===== config.mk =====
export PLATFORM = sky130hd
export DESIGN_NAME = uart_time_cmd_rx
export DESIGN_NICKNAME = d
export VERILOG_FILES = /design/src/rtl/uart_time_cmd_rx.sv
export SDC_FILE = /design/constraint.sdc
export NUM_CORES = 1
export LEC_CHECK = 0
export BUFFER_PORTS_ARGS = -buffer_cell sky130_fd_sc_hd__buf_4
export CAP_MARGIN = 10
export CORE_ASPECT_RATIO = 0.7
export CORE_MARGIN = 2
export CORE_UTILIZATION = 59
export DETAILED_ROUTE_END_ITERATION = 10
export HOLD_SLACK_MARGIN = 0.06
export PLACE_DENSITY = 0.75
export SLEW_MARGIN = 10
export SYNTH_ARGS = -nofsm -noshare
export SYNTH_HDL_FRONTEND = slang
export SYNTH_SLANG_ARGS = --single-unit

===== constraint.sdc =====
create_clock -name clock -period 3.25 [get_ports clock]
set_input_delay 0.4875 -clock clock [delete_from_list [all_inputs] [get_ports clock]]
set_output_delay 0.4875 -clock clock [all_outputs]
set_load 0.03 [all_outputs]

===== src/rtl/uart_time_cmd_rx.sv =====
// 16x-oversampled UART receiver feeding an ASCII "Chhmm\r" / "Ahhmm\r" / "X\r" command parser.
// Defining UART_PARITY_EN adds an even-parity bit between data bit 7 and the stop bit.
module uart_time_cmd_rx #(
    parameter int unsigned CLK_FREQ = 50000000,
    parameter int unsigned BAUD     = 9600,
    parameter int unsigned OVS_DIV  = CLK_FREQ / (BAUD * 16)
) (
    input  logic        clock,
    input  logic        reset_n,
    input  logic        rx,
    output logic        byte_valid,
    output logic [7:0]  rx_data,
    output logic        set_clock,
    output logic        set_alarm,
    output logic        alarm_off,
    output logic [15:0] time_bcd,
    output logic        cmd_error,
    output logic        rx_busy
);
    localparam int unsigned DIV_W = (OVS_DIV > 1) ? $clog2(OVS_DIV) : 1;
    localparam logic [DIV_W-1:0] DIV_LAST = DIV_W'(OVS_DIV - 1);

    localparam logic [7:0] CH_C  = 8'h43;
    localparam logic [7:0] CH_A  = 8'h41;
    localparam logic [7:0] CH_X  = 8'h58;
    localparam logic [7:0] CH_CR = 8'h0D;
    localparam logic [7:0] CH_LF = 8'h0A;

    typedef enum logic [2:0] {
        R_IDLE,
        R_START,
        R_DATA,
`ifdef UART_PARITY_EN
        R_PARITY,
`endif
        R_STOP,
        R_BREAK
    } rx_state_t;

    typedef enum logic [2:0] {P_IDLE, P_D0, P_D1, P_D2, P_D3, P_CR, P_X} p_state_t;

    logic             rx_meta, rx_sync;
    logic [1:0]       hi_cnt;
    logic             armed;
    logic [DIV_W-1:0] div_cnt;
    logic             tick;
    rx_state_t        r_state, r_next;
    logic [3:0]       sc, sc_next;
    logic [2:0]       bit_idx, bit_next;
    logic [7:0]       shreg, shreg_next;
    logic             load_byte, frm_err, frm_err_q;
`ifdef UART_PARITY_EN
    logic             par_bit, par_next;
`endif

    p_state_t         p_state, p_next;
    logic             mode_alarm, mode_next;
    logic [15:0]      digits, dig_next;
    logic [7:0]       hours;
    logic             range_ok, is_digit;
    logic             clk_d, alm_d, off_d, perr_d, perr_q;

    // Receiver only arms after the synchronized line has really been seen high,
    // so a frame cut by reset is not mistaken for a start bit.
    assign armed    = (hi_cnt == 2'd3);
    assign tick     = (r_state != R_IDLE) && (div_cnt == DIV_LAST);
    assign rx_busy  = (r_state != R_IDLE);
    assign cmd_error = frm_err_q | perr_q;

    always_comb begin
        r_next     = r_state;
        sc_next    = sc;
        bit_next   = bit_idx;
        shreg_next = shreg;
        load_byte  = 1'b0;
        frm_err    = 1'b0;
`ifdef UART_PARITY_EN
        par_next   = par_bit;
`endif
        case (r_state)
            R_IDLE: if (armed && !rx_sync) begin
                r_next  = R_START;
                sc_next = '0;
            end
            R_START: if (tick) begin
                if (sc == 4'd7) begin
                    if (!rx_sync) begin
                        r_next   = R_DATA;
                        sc_next  = '0;
                        bit_next = '0;
                    end else begin
                        r_next = R_IDLE;
                    end
                end else begin
                    sc_next = sc + 4'd1;
                end
            end
            R_DATA: if (tick) begin
                sc_next = sc + 4'd1;
                if (sc == 4'd15) begin
                    shreg_next = {rx_sync, shreg[7:1]};
                    bit_next   = bit_idx + 3'd1;
`ifdef UART_PARITY_EN
                    if (bit_idx == 3'd7) r_next = R_PARITY;
`else
                    if (bit_idx == 3'd7) r_next = R_STOP;
`endif
                end
            end
`ifdef UART_PARITY_EN
            R_PARITY: if (tick) begin
                sc_next = sc + 4'd1;
                if (sc == 4'd15) begin
                    par_next = rx_sync;
                    r_next   = R_STOP;
                end
            end
`endif
            R_STOP: if (tick) begin
                sc_next = sc + 4'd1;
                if (sc == 4'd15) begin
                    if (rx_sync) begin
                        r_next = R_IDLE;
`ifdef UART_PARITY_EN
                        if (par_bit != ^shreg) frm_err = 1'b1;
                        else                   load_byte = 1'b1;
`else
                        load_byte = 1'b1;
`endif
                    end else begin
                        frm_err = 1'b1;
                        r_next  = R_BREAK;
                    end
                end
            end
            R_BREAK: if (rx_sync) r_next = R_IDLE;
            default: r_next = R_IDLE;
        endcase
    end

    always_ff @(posedge clock or negedge reset_n) begin
        if (!reset_n) begin
            rx_meta    <= 1'b1;
            rx_sync    <= 1'b1;
            hi_cnt     <= '0;
            div_cnt    <= '0;
            r_state    <= R_IDLE;
            sc         <= '0;
            bit_idx    <= '0;
            shreg      <= '0;
            byte_valid <= 1'b0;
            rx_data    <= '0;
            frm_err_q  <= 1'b0;
`ifdef UART_PARITY_EN
            par_bit    <= 1'b0;
`endif
        end else begin
            rx_meta <= rx;
            rx_sync <= rx_meta;
            if (!armed) hi_cnt <= rx_sync ? hi_cnt + 2'd1 : 2'd0;
            if (r_state == R_IDLE || div_cnt == DIV_LAST) div_cnt <= '0;
            else                                          div_cnt <= div_cnt + 1'b1;
            r_state    <= r_next;
            sc         <= sc_next;
            bit_idx    <= bit_next;
            shreg      <= shreg_next;
            byte_valid <= load_byte;
            frm_err_q  <= frm_err;
            if (load_byte) rx_data <= shreg;
`ifdef UART_PARITY_EN
            par_bit    <= par_next;
`endif
        end
    end

    always_comb begin
        p_next    = p_state;
        mode_next = mode_alarm;
        dig_next  = digits;
        clk_d     = 1'b0;
        alm_d     = 1'b0;
        off_d     = 1'b0;
        perr_d    = 1'b0;
        is_digit  = (rx_data >= 8'h30) && (rx_data <= 8'h39);
        hours     = 8'(digits[15:12]) * 8'd10 + 8'(digits[11:8]);
        range_ok  = (digits[15:12] <= 4'd2) && (hours <= 8'd23) && (digits[7:4] <= 4'd5);
        if (frm_err_q) begin
            p_next = P_IDLE;
        end else if (byte_valid) begin
            // 'C'/'A' start a fresh command from any state, including mid-command.
            if (rx_data == CH_C || rx_data == CH_A) begin
                p_next    = P_D0;
                mode_next = (rx_data == CH_A);
            end else begin
                p_next = P_IDLE;
                case (p_state)
                    P_IDLE: begin
                        if (rx_data == CH_X) p_next = P_X;
                        else if (rx_data != CH_CR && rx_data != CH_LF) perr_d = 1'b1;
                    end
                    P_D0: if (is_digit) begin dig_next[15:12] = rx_data[3:0]; p_next = P_D1; end
                          else perr_d = 1'b1;
                    P_D1: if (is_digit) begin dig_next[11:8]  = rx_data[3:0]; p_next = P_D2; end
                          else perr_d = 1'b1;
                    P_D2: if (is_digit) begin dig_next[7:4]   = rx_data[3:0]; p_next = P_D3; end
                          else perr_d = 1'b1;
                    P_D3: if (is_digit) begin dig_next[3:0]   = rx_data[3:0]; p_next = P_CR; end
                          else perr_d = 1'b1;
                    P_CR: begin
                        if (rx_data == CH_CR && range_ok) begin
                            clk_d = !mode_alarm;
                            alm_d = mode_alarm;
                        end else begin
                            perr_d = 1'b1;
                        end
                    end
                    P_X: begin
                        if (rx_data == CH_CR) off_d  = 1'b1;
                        else                  perr_d = 1'b1;
                    end
                    default: p_next = P_IDLE;
                endcase
            end
        end
    end

    always_ff @(posedge clock or negedge reset_n) begin
        if (!reset_n) begin
            p_state    <= P_IDLE;
            mode_alarm <= 1'b0;
            digits     <= '0;
            time_bcd   <= '0;
            set_clock  <= 1'b0;
            set_alarm  <= 1'b0;
            alarm_off  <= 1'b0;
            perr_q     <= 1'b0;
        end else begin
            p_state    <= p_next;
            mode_alarm <= mode_next;
            digits     <= dig_next;
            set_clock  <= clk_d;
            set_alarm  <= alm_d;
            alarm_off  <= off_d;
            perr_q     <= perr_d;
            if (clk_d || alm_d) time_bcd <= digits;
        end
    end
endmodule


; After elaboration in Yosys (flattened, before gate mapping)
; Index checks and enable logic that the tools add are counted.
[classes]
n_mux = 67
order_cmp = 5
n_bitwise = 3
mul = 1
n_addsub = 5
n_eq_ne = 33
reduce_logical = 29
[ops]
columns = operator, count
row1 = $mux W3, 21
row2 = $mux W1, 31
row3 = $pmux W3 S5, 2
row4 = $reduce_and A5 Y1, 5
row5 = $eq A8 B7 Y1 const B, 3
row6 = $mux W4, 5
row7 = $ne A2 B2 Y1 const B, 10
row8 = $ne A8 B4 Y1 const B, 2
row9 = $eq A3 B3 Y1 const B, 5
row10 = $eq A3 B2 Y1 const B, 4
row11 = $pmux W4 S3, 1
row12 = $add A9 B1 Y9 const B, 1
row13 = $eq A9 B9 Y1 const B, 1
row14 = $mux W9, 1
row15 = $reduce_and A9 Y1, 1
row16 = $add A8 B4 Y8, 1
row17 = $eq A8 B4 Y1 const B, 1
row18 = $ge A8 B6 Y1 const B, 1
row19 = $le A8 B5 Y1 const B, 1
row20 = $le A8 B6 Y1 const B, 1
row21 = $mux W2, 4
row22 = $logic_and A1 B1 Y1, 7
row23 = $mul A4 B3 Y7 const B, 1
row24 = $eq A3 B1 Y1 const B, 2
row25 = 23 further kinds, 31
[totals]
input_bits = 3
output_inout_bits = 30
ff_bits = 81

; Logic depth before layout (Yosys ltp)
[logic_depth]
word_depth = 12
ltp_mapped = 9
ltp_nobuf = 8

; Worst setup path before layout
; No wires, ideal clock.
[synth_path]
path_kind = register -> register
startpoint = register digits[13]
endpoint = register time_bcd[0]
n_path_buf = 1
period_less_slack_ns = 2.872
path_slack_ns = 0.378
required_time_ns = 3.125
arrival_time_ns = 2.747
path_stages_with_launch = 10
cell_sequence = dfrtp_1 ha_1 ha_1 fa_1 and4_1 mux2i_1 o211ai_1 nand4_1 clkbuf_1 mux2_2
[synth_via]
elab_chain_len = 12
word_cells_on_any_way = 18
cone_classes = add/sub: 1 / mul: 1 / order compare: 2 / mux: 10 / reduce/logical: 4
[synth_lines]
columns = item, line
row1 = "start, declared", 58  ; logic [15:0] digits, dig_next;
row2 = "start signal, assigned", 240  ; digits <= dig_next;
row3 = $mul A4 B3 Y7, 185  ; hours = 8'(digits[15:12]) * 8'd10 + 8'(digits[11:8]);
row4 = $add A8 B4 Y8, 185
row5 = $le A8 B5 Y1, 186  ; range_ok = (digits[15:12] <= 4'd2) && (hours <= 8'd23) && (digits[7:4] <= 4'd5);
row6 = $logic_and A1 B1 Y1 (*) (2 in a row), 186
row7 = $logic_and A1 B1 Y1 (*), 210  ; if (rx_data == CH_CR && range_ok) begin
row8 = $mux W1, 210
row9 = $mux W1, 196  ; case (p_state)
row10 = $mux W1, 191  ; if (rx_data == CH_C || rx_data == CH_A) begin
row11 = $mux W1, 189  ; end else if (byte_valid) begin
row12 = $mux W1, 187  ; if (frm_err_q) begin
row13 = $logic_or A1 B1 Y1 (*), 245  ; if (clk_d || alm_d) time_bcd <= digits;
row14 = "end signal, assigned", 245
row15 = "end, declared", 16  ; output logic [15:0] time_bcd,
; Every way passes the cells marked *; elsewhere a longest branch is shown, timed or not.
; A chain may end at the register's enable or synchronous reset.

; Final worst setup path
; Ends and elaborated chain as after synthesis.

==> metrics <==
clock tree buffer depth 2; MaxCap Viol Count 0; FF+latch count, synth 81; H-tree depth 3; Starting Density 61.66%; Post-Layout Inst Area 4409 um2; Design Power 0.002377 W; GP Congestion 0.8796; Final nets 377; hold buffers post-CTS 0; Max Freq 0.3520 GHz; drt first-iter violations 194; Die H 71.76 um; Mapped Cells 329; CP endpoint kind register; count leader, synth dfrtp_1; initial antenna violation count 0; Reg-to-Reg End time_bcd[0]; Worst path max stage delay 0.54 ns; # Post-CTS Setup Buffers 0; largest cells by area after synthesis dfrtp_1 51%, mux2_2 14%, ha_1 3.9%; Synth Warn # 0; placed cells 427; power per cell area 539.0 nW/um2; RSZ-0062 raised after global routing no; CTS clk-pin slew, worst paths 0.08 ns; Core ar. 6276 um2; min Tclk post-route 2.841 ns; reg2reg setup slack 0.41 ns; final core occ 70.26%; via count 2574; critical path type reg2reg; pins over their slew limit 0; CP startpoint kind register; DP Area 4156 um2; VDD IR max 0.3437 mV; Antenna Nets Post-Route 0; Worst EP arrival 3.08 ns; Slew HR 34.88%; die area 7233 um2; Sum Neg Setup Slack 0 ns; Worst Hold Class in2reg; drt total wl 7064 um; crit path cell chain ha_1, ha_1, fa_1, and4_1, mux2i_1, o211ai_1, nand4_1, buf_4, mux2_2; total congestion overflow 0; worst setup path start digits[13]; Fillers 458; LEAKAGE 2.222 nW; CP dominant cell by count ha_1; Post-Syn Area 3870 um2; DR vias/cell 5.810; Post-synth EDFFs 0; Pre-antenna DRT Iters 4; Synth cell types 57; gr usage total 22.07%; cts repair resizes 0; Layout area overhead 13.93%; Detail Placement HPWL 4847 um; WP data required 3.49 ns; area leader, netlist dfrtp_1; Die W 100.8 um; first-pass GRT wire length 12170 um; crit path max fanout 16; final hold violation count 0; sequential area share after synthesis 52.44%; fraction of layout cells with a size suffix above 1 30.41%; clk_lat worst skew 0.36 ns; number of core rows 24; # DRC 0; DR WL/cell 15.95 um; R2R cell count 9; Synth top area share 51.08%; # diodes 0; Critical Path Sink time_bcd[0]; number of global-route vias before repair 2402; TritonCTS clock tree done; final setup vio count 0; CTS Root Cell clkbuf_8; top post-synthesis cells by count 79 x dfrtp_1, 48 x mux2_2, 25 x nor2_1; Layout Cells excl Fill 443; Net Count, Synth 346; Tcrit/Tclk final 87.42%; final setup skew 0.01089 ns; num ports 33; CTS sink count 81; pin slew with the least headroom to its limit 0.9768 ns; Buffers on Ports 32; Synth Flop Type dfrtp_1; Post-Syn Area per Cell 11.76 um2; Critical R2R Launch digits[13]; asr flop ratio synth 100.0%; outcome completed; total CTS buffers 9; CP max-delay cell fa_1; largest net degree at the start of global routing 82
-- power breakdown --
group / switching, W / internal, W
sequential: 0.0000840 / 0.00107
clock: 0.000364 / 0.000533
combinational: 0.000179 / 0.000150
total: 0.000627 / 0.00175
-- per-stage QoR --
| step | worst slack [ns] | hold WS, ns |
|---|---|---|
| 3_5_place_dp | 0.4426 | 0.3469 |
| 2_1_floorplan | 0.3782 | 0.1919 |
| 5_1_grt | 0.2377 | 0.2157 |
| 3_3_place_gp | 0.5559 | 0.3457 |
| 6_report | 0.4089 | 0.2350 |
| 4_1_cts | 0.4172 | 0.2182 |
-- flip-flops by register name, indices dropped and copies added (netlist names), 2 cells and up --
signal / flops
hi_cnt: 2
div_cnt: 9
time_bcd: 16
r_state: 3
p_state: 3
bit_idx: 3
shreg: 8
rx_data: 8
digits: 16
sc: 4
-- critical path: cells and delay by family, from the launching register on --
family,cells,cell delay (ns)
DFF,1,0.46
adders and majority gates,3,1.10
buffers and inverters,1,0.23
muxes,2,0.36
and+or+nand+nor,2,0.34
AOI/OAI and AO/OA,1,0.25
-- cells in the final DEF, fill, tap and decap left out, types with 3 or more instances in the layout --
cell        n
nor4_1      6
buf_4      33
ha_1       12
nand2b_1    5
dfrtp_1    79
nor3b_1     3
and2_1      3
nand3_1    10
inv_1       7
or2_2       4
o21ai_0    14
and3_1      5
a21oi_1     6
mux2_2     48
a211oi_1    3
nor3_1      5
xor2_1      6
a22o_1      5
nand4_1     4
bufinv_16   3
nor2b_1     5
or3_1       3
nor2_1     25
clkbuf_8   10
nand2_1    20
-- cells by family (layout without fill, tap and decap cells) --
kind of cell,after synthesis,count (layout),share of synthesized area (%)
AOI/OAI and AO/OA,45,45,7.792
xor gates and xnor gates,8,8,1.811
adders and majority gates,14,14,4.914
buffers and inverters,20,56,2.198
DFF,81,81,52.44
muxes,50,50,14.48
and+or+nand+nor,111,111,16.36
-- layer usage --
metal | part of all wire [%] | track usage [%] | up-vias
met4 | 1.1 | 7.154 | 0
met1 | 51 | 34.78 | 1261
li1 | - | - | 1241
met2 | 43 | 29.70 | 65
met3 | 4.9 | 5.756 | 7
met5 | 0 | 0 | -
-- area by class of cell --
| type | instances | area (um2) | area share (%) |
|---|---|---|---|
| flip-flops and latches | 81 | 2029 | 46.03 |
| clock buffers | 10 | 137.6 | 3.121 |
| clock inverters | 6 | 115.1 | 2.611 |
| well taps | 78 | 97.59 | 2.213 |
| repair buffers | 33 | 247.7 | 5.619 |
| inverters | 7 | 26.28 | 0.5959 |
| multi-input cells | 228 | 1755 | 39.81 |
-- worst min-delay path by stage --
stage / startpoint / cells after the start / slack, ns / to
after floorplan: reset_n / 0 / 0.19 / alarm_off
after global placement: rx_meta / 0 / 0.35 / rx_sync
after detailed placement: rx_meta / 0 / 0.35 / rx_sync
after CTS: rx / 1 / 0.22 / rx_meta
after global routing: rx / 1 / 0.22 / rx_meta
final: rx / 1 / 0.23 / rx_meta
(Power assumes the default switching activity.)
